[config.mk]
export PLATFORM = sky130hd
export DESIGN_NAME = automata_decoder
export DESIGN_NICKNAME = d
export VERILOG_FILES = /design/src/rtl/automata_decoder.sv
export SDC_FILE = /design/constraint.sdc
export NUM_CORES = 1
export LEC_CHECK = 0
export BUFFER_PORTS_ARGS = -buffer_cell sky130_fd_sc_hd__buf_2
export CELL_PAD_IN_SITES_DETAIL_PLACEMENT = 0
export CELL_PAD_IN_SITES_GLOBAL_PLACEMENT = 1
export CORE_MARGIN = 3
export CORE_UTILIZATION = 25
export DETAILED_ROUTE_END_ITERATION = 7
export PLACE_DENSITY_LB_ADDON = 0.1
export RECOVER_POWER = 50
export SYNTH_ARGS = -nofsm -noshare
export SYNTH_HDL_FRONTEND = slang
export SYNTH_SLANG_ARGS = --single-unit
[constraint.sdc]
create_clock -name clk -period 3.9 [get_ports clk]
set_input_delay 0.39 -clock clk [delete_from_list [all_inputs] [get_ports clk]]
set_output_delay 0.39 -clock clk [all_outputs]
set_load 0.03 [all_outputs]
[src/rtl/automata_decoder.sv]
// Observer for the six-state control automaton's C bus: rebuilds the state trajectory,
// flags codes that are illegal for the tracked state and re-synchronises on any listed code.
module automata_decoder #(
   parameter int unsigned CNT_W = 8
) (
   input  logic             clk,
   input  logic             rst,
   input  logic             c_valid,
   input  logic [7:0]       c_code,
   output logic [2:0]       state,
   output logic             sync,
   output logic             tr_valid,
   output logic [3:0]       tr_id,
   output logic             err,
   output logic [CNT_W-1:0] step_cnt,
   output logic [CNT_W-1:0] err_cnt
);

   localparam logic [2:0] N0 = 3'd0;
   localparam logic [2:0] N1 = 3'd1;
   localparam logic [2:0] N2 = 3'd2;
   localparam logic [2:0] N3 = 3'd3;
   localparam logic [2:0] N4 = 3'd4;
   localparam logic [2:0] N5 = 3'd5;

   localparam logic [CNT_W-1:0] CNT_MAX = {CNT_W{1'b1}};

   logic             hit;
   logic [3:0]       hit_id;
   logic [2:0]       hit_src;
   logic [2:0]       hit_dst;
   logic             idle_ok;
   logic [CNT_W-1:0] step_inc;
   logic [CNT_W-1:0] err_inc;

   logic [2:0]       state_nx;
   logic             sync_nx;
   logic             tr_valid_nx;
   logic [3:0]       tr_id_nx;
   logic             err_nx;
   logic [CNT_W-1:0] step_cnt_nx;
   logic [CNT_W-1:0] err_cnt_nx;

   // Code lookup: every listed nonzero code maps to exactly one transition.
   always_comb begin
      hit     = 1'b0;
      hit_id  = 4'd0;
      hit_src = N0;
      hit_dst = N0;
      case (c_code)
         8'h83: begin hit = 1'b1; hit_id = 4'd1;  hit_src = N0; hit_dst = N2; end
         8'h28: begin hit = 1'b1; hit_id = 4'd2;  hit_src = N1; hit_dst = N3; end
         8'h84: begin hit = 1'b1; hit_id = 4'd3;  hit_src = N2; hit_dst = N2; end
         8'hF5: begin hit = 1'b1; hit_id = 4'd4;  hit_src = N2; hit_dst = N1; end
         8'h8B: begin hit = 1'b1; hit_id = 4'd5;  hit_src = N2; hit_dst = N3; end
         8'h36: begin hit = 1'b1; hit_id = 4'd6;  hit_src = N3; hit_dst = N2; end
         8'h1C: begin hit = 1'b1; hit_id = 4'd7;  hit_src = N3; hit_dst = N4; end
         8'h40: begin hit = 1'b1; hit_id = 4'd8;  hit_src = N3; hit_dst = N3; end
         8'hCF: begin hit = 1'b1; hit_id = 4'd9;  hit_src = N4; hit_dst = N1; end
         8'h46: begin hit = 1'b1; hit_id = 4'd10; hit_src = N4; hit_dst = N5; end
         8'hAE: begin hit = 1'b1; hit_id = 4'd11; hit_src = N4; hit_dst = N3; end
         8'hE7: begin hit = 1'b1; hit_id = 4'd12; hit_src = N4; hit_dst = N0; end
         8'h95: begin hit = 1'b1; hit_id = 4'd13; hit_src = N5; hit_dst = N0; end
         default: ;
      endcase
   end

   assign idle_ok  = (c_code == 8'h00) && (state != N2) && (state != N3);
   assign step_inc = (step_cnt == CNT_MAX) ? step_cnt : step_cnt + CNT_W'(1);
   assign err_inc  = (err_cnt == CNT_MAX) ? err_cnt : err_cnt + CNT_W'(1);

   // Next-state and output decision for one automaton step.
   always_comb begin
      state_nx    = state;
      sync_nx     = sync;
      tr_valid_nx = 1'b0;
      tr_id_nx    = tr_id;
      err_nx      = 1'b0;
      step_cnt_nx = step_cnt;
      err_cnt_nx  = err_cnt;
      if (c_valid) begin
         if (sync && idle_ok) begin
            tr_valid_nx = 1'b1;
            tr_id_nx    = 4'd0;
            step_cnt_nx = step_inc;
         end else if (hit && (!sync || hit_src == state)) begin
            // Unsynced: any listed code pins the state, source is not checked.
            state_nx    = hit_dst;
            sync_nx     = 1'b1;
            tr_valid_nx = 1'b1;
            tr_id_nx    = hit_id;
            step_cnt_nx = step_inc;
         end else begin
            sync_nx    = 1'b0;
            err_nx     = 1'b1;
            err_cnt_nx = err_inc;
         end
      end
   end

   always_ff @(posedge clk) begin
      if (rst) begin
         state    <= N0;
         sync     <= 1'b1;
         tr_valid <= 1'b0;
         tr_id    <= 4'd0;
         err      <= 1'b0;
         step_cnt <= '0;
         err_cnt  <= '0;
      end else begin
         state    <= state_nx;
         sync     <= sync_nx;
         tr_valid <= tr_valid_nx;
         tr_id    <= tr_id_nx;
         err      <= err_nx;
         step_cnt <= step_cnt_nx;
         err_cnt  <= err_cnt_nx;
      end
   end

endmodule

After elaboration in Yosys (flattened, before gate mapping)
Cells that the tools add are included.
{ "classes": {"muxes": 12, "add_sub_neg": 2, "n_reduce_logical": 21, "n_bitwise": 4, "n_eq_ne": 18} }
{ "ops": {"columns": ["op", "count"], "rows": [
  ["$eq A8 B8 Y1 const B", 10],
  ["$pmux W4 S13", 1],
  ["$pmux W3 S5", 2],
  ["$mux W8", 3],
  ["$add A8 B1 Y8 const B", 2],
  ["$eq A8 B6 Y1 const B", 2],
  ["$eq A8 B7 Y1 const B", 2],
  ["$reduce_or A13 Y1", 1],
  ["$reduce_or A3 Y1", 4],
  ["$eq A8 B5 Y1 const B", 1],
  ["$logic_not A8 Y1", 1],
  ["$mux W4", 2],
  ["$reduce_or A4 Y1", 2],
  ["$ne A3 B2 Y1 const B", 2],
  ["$logic_and A1 B1 Y1", 4],
  ["$mux W1", 4],
  ["$not A1 Y1", 4],
  ["$reduce_and A2 Y1", 2],
  ["$reduce_and A4 Y1", 1],
  ["$reduce_or A2 Y1", 2],
  ["$eq A3 B3 Y1", 1],
  ["$reduce_and A3 Y1", 1],
  ["$reduce_bool A2 Y1", 1],
  ["$logic_not A1 Y1", 1],
  ["$logic_or A1 B1 Y1", 1]
]} }
{ "word_totals": {"elab_cells": 64, "inputBits": 11, "register_bits": 26, "output_inout_bits": 26} }

Logic depth before layout (Yosys ltp)
{ "depth": {"depth_word": 8, "depth_mapped": 9, "ltp_nobuf": 7} }

Least setup slack after synthesis
OpenSTA, ideal clock, no wires.
{ "synth_timing": {"kind": "input-to-reg", "from": "input port c_code[3]", "to": "register step_cnt[0]", "stages": 9, "n_path_buf": 2, "setup_time_ns": 0.123, "t_arrival_ns": 2.711, "t_required_ns": 3.777, "slack_ns": 1.066, "cell_sequence": "buf_2 or3_4 or4_4 and4b_4 xnor2_1 or3_1 buf_2 a21oi_2 mux2_1"} }
{ "synth_via": {"elab_chain_cells": 8, "word_cells_on_any_way": 29, "classes_between": "14 x eq/ne; 3 x mux; 12 x reduce/logical"} }
{ "synth_rtl": {"columns": ["element", "line", "source"], "rows": [
  ["start, declared", "9", "input logic [7:0] c_code,"],
  ["$eq A8 B8 Y1, or another cell as far along", "50", "case (c_code)"],
  ["$reduce_or A4 Y1 (no source line) / $reduce_or A3 Y1 (equally long branches)", null, null],
  ["$pmux W3 S5", "50", null],
  ["$eq A3 B3 Y1", "86", "end else if (hit && (!sync || hit_src == state)) begin"],
  ["$logic_or A1 B1 Y1", "86", null],
  ["$logic_and A1 B1 Y1", "86", null],
  ["$reduce_bool A2 Y1 (no source line)", null, null],
  ["$reduce_and A2 Y1 (no source line)", null, null],
  ["end signal, assigned", "116", "step_cnt <= step_cnt_nx;"],
  ["end, declared", "15", "output logic [CNT_W-1:0] step_cnt,"]
]} }
Several ways; a longest one is shown, not always the timed one.
A chain may end at the register's enable or synchronous reset.

Final worst setup path
{ "layout_timing": {"from": "input port c_code[7]", "to": "register step_cnt[7]"} }
Same word-level chain as after synthesis.

==> run metrics <==
sequential area share after synthesis=28.18%; overflow left after global routing=0; final max-slew violation count=0; routability congestion estimate=0.7189; crit end category=register; minimum clock period=2.798 ns; Synth Area in Adders=1.355%; Die Area=8455 um2; CP max FO=13; Setup CP Type=in2reg; worst slew pin tran=0.6065 ns; wire per inst=15.07 um; CTS Sinks=26; final net count=270; Synth Area per Inst=7.995 um2; core area=6982 um2; largest family of logic cells by synthesized area=simple AND/OR/NAND/NOR gates; port bufs=36; critical path arrival=2.93 ns; ys flop type=dfxtp_1; Slew headroom=59.19%; Cell Rows=30; drt first pass iters=4; Initial Util=26.45%; status=completed; complex-gate fraction of the synthesized area=20.39%; #FFs+latches synth=26; Final Skew=0.003020 ns; Vias/cell=5.231; clk slew on worst S/H paths=0.09 ns; vias in the first global route=1,727; fraction of layout cells with a size suffix above 1=8.627%; hold_ws=0.4637 ns; Post-CTS Hold Buffers=0; Syn Nets=244; count of cell types in the netlist=51; commonest non-fill, non-tap cells in the layout=dfxtp_1 (26), clkbuf_1 (26), a21oi_1 (20); fin crit share=71.74%; synthesized area=1847 um2; unrepaired setup endpoints after global routing=false; initial DRC count=96; max-cap violations=0; CTS resizes=0; simple-gate share of the synthesized area=36.59%; post-synthesis async set-or-reset flop share=0%; # IOs=37; setup TNS=0 ns; Fmax achieved=357.4 MHz; P_leak=0.6786 nW; maximum root-to-sink buffer count=2; htree depth=1; largest net degree at the start of global routing=32; CTS Root Cell=clkbuf_8; number of diodes=0; GRT Util Overall=12.66%; yosys warns=0; latest clock arrival within the worst-skew pair=0.27 ns; crit start category=input port; post-CTS setup buffers=0; die height=91.95 um; TritonCTS clock tree=built; mux cell area share after synthesis=5.285%; endpoints failing hold=0; hpwl dp=3943 um; EDFF count, synth=0; Cells after Synth=231; min-delay worst type=reg2reg; Post-DRT Antenna Nets=0; worst vdd ir=0.1040 mV; Pwr per Cell Area=244.0 nW/um2; initial antenna violation count=0; first-pass GRT wire length=8818 um; Die W=91.95 um; Synth Area in XOR/XNOR=2.778%; CP Data Required Time=4.04 ns; Area growth syn-to-layout=13.14%; CTS Buf Count=3; final setup vio count=0; via count=1,836; drt drc=0; routed wire length=5290 um
## through the flow
stage	util (%)	setup WS, ns	cells	cell area [um2]	power (mW)
finish	29.93	1.102	351	2090	0.5097
global route	29.93	0.8815	351	2090	0.5437
CTS	30.39	1.102	351	2122	0.5261
detailed placement	29.80	0.8019	348	2081	0.3671
global placement	29.80	0.8153	348	2081	0.3680
floorplan	-	1.066	231	1847	0.3436
## synthesized netlist by cell type, types with 4 or more instances
library cell / instances / share of area, %
o211ai_1: 5 / 2.0
nor4_1: 5 / 1.7
nand4_1: 6 / 2.0
a21oi_1: 20 / 5.4
dfxtp_1: 26 / 28
and4_1: 5 / 2.4
nor2_1: 12 / 2.4
mux2_1: 6 / 3.7
and3_1: 5 / 1.7
xnor2_1: 4 / 1.9
or4_1: 6 / 2.4
nor2b_1: 7 / 2.4
buf_2: 5 / 1.4
and2_1: 6 / 2.0
o21ai_0: 5 / 1.4
nand3_1: 11 / 3.0
nor4b_1: 4 / 1.9
o31ai_1: 5 / 2.0
nand2_1: 17 / 3.5
clkbuf_1: 10 / 2.0
or3_1: 4 / 1.4
inv_1: 7 / 1.4
nor3_1: 8 / 2.2
## layer usage
| metal | global-route usage, % | wire (um) | part of all wire [%] | vias to the layer above |
|---|---|---|---|---|
| met5 | 0 | 0 | 0 | - |
| li1 | - | - | - | 929 |
| met4 | 1.856 | 21 | 0.40 | 0 |
| met1 | 18.53 | 2724 | 51 | 871 |
| met3 | 2.379 | 195 | 3.7 | 2 |
| met2 | 19.65 | 2348 | 44 | 34 |
## cell families after synthesis
family	Yosys count
buffers and inverters	23
xor gates and xnor gates	5
and+or+nand+nor	111
AOI/OAI and AO/OA	55
DFF	26
adders and majority gates	2
muxes	9
## worst max-delay path, stage by stage
cell       delay [ns]
buf_2            0.17
or3_4            0.41
or4_4            0.49
and4b_4          0.24
xnor2_1          0.15
or3_1            0.50
a2111oi_0        0.50
nor3_1           0.07
## final timing paths
kind | end | startpoint | depth (start not counted) | slack (ns)
max | step_cnt[7] | c_code[7] | 8 | 1.10
min | tr_id[0] | tr_id[0] | 2 | 0.46
max reg2reg | err_cnt[3] | state[1] | 6 | 1.64
min reg2reg | tr_id[0] | tr_id[0] | 2 | 0.46
## report_power, final
| part | total (mW) | switching [mW] | internal (mW) |
|---|---|---|---|
| sequential | 0.276 | 0.00556 | 0.270 |
| clock | 0.150 | 0.0812 | 0.0692 |
| combinational | 0.0836 | 0.0581 | 0.0255 |
## state kept, by name, indices dropped and copies added, names as in the netlist
name,count
state,3
step_cnt,8
err,1
tr_id,4
tr_valid,1
sync,1
err_cnt,8
## cell type report
type	instances	area, um2
Fill cell	808	4892
Multi-Input combinational cell	182	1226
Sequential cell	26	520.5
Timing Repair Buffer	37	155.1
Tap cell	96	120.1
Clock buffer	3	41.29
Inverter	7	26.28
(Power assumes the default switching activity.)
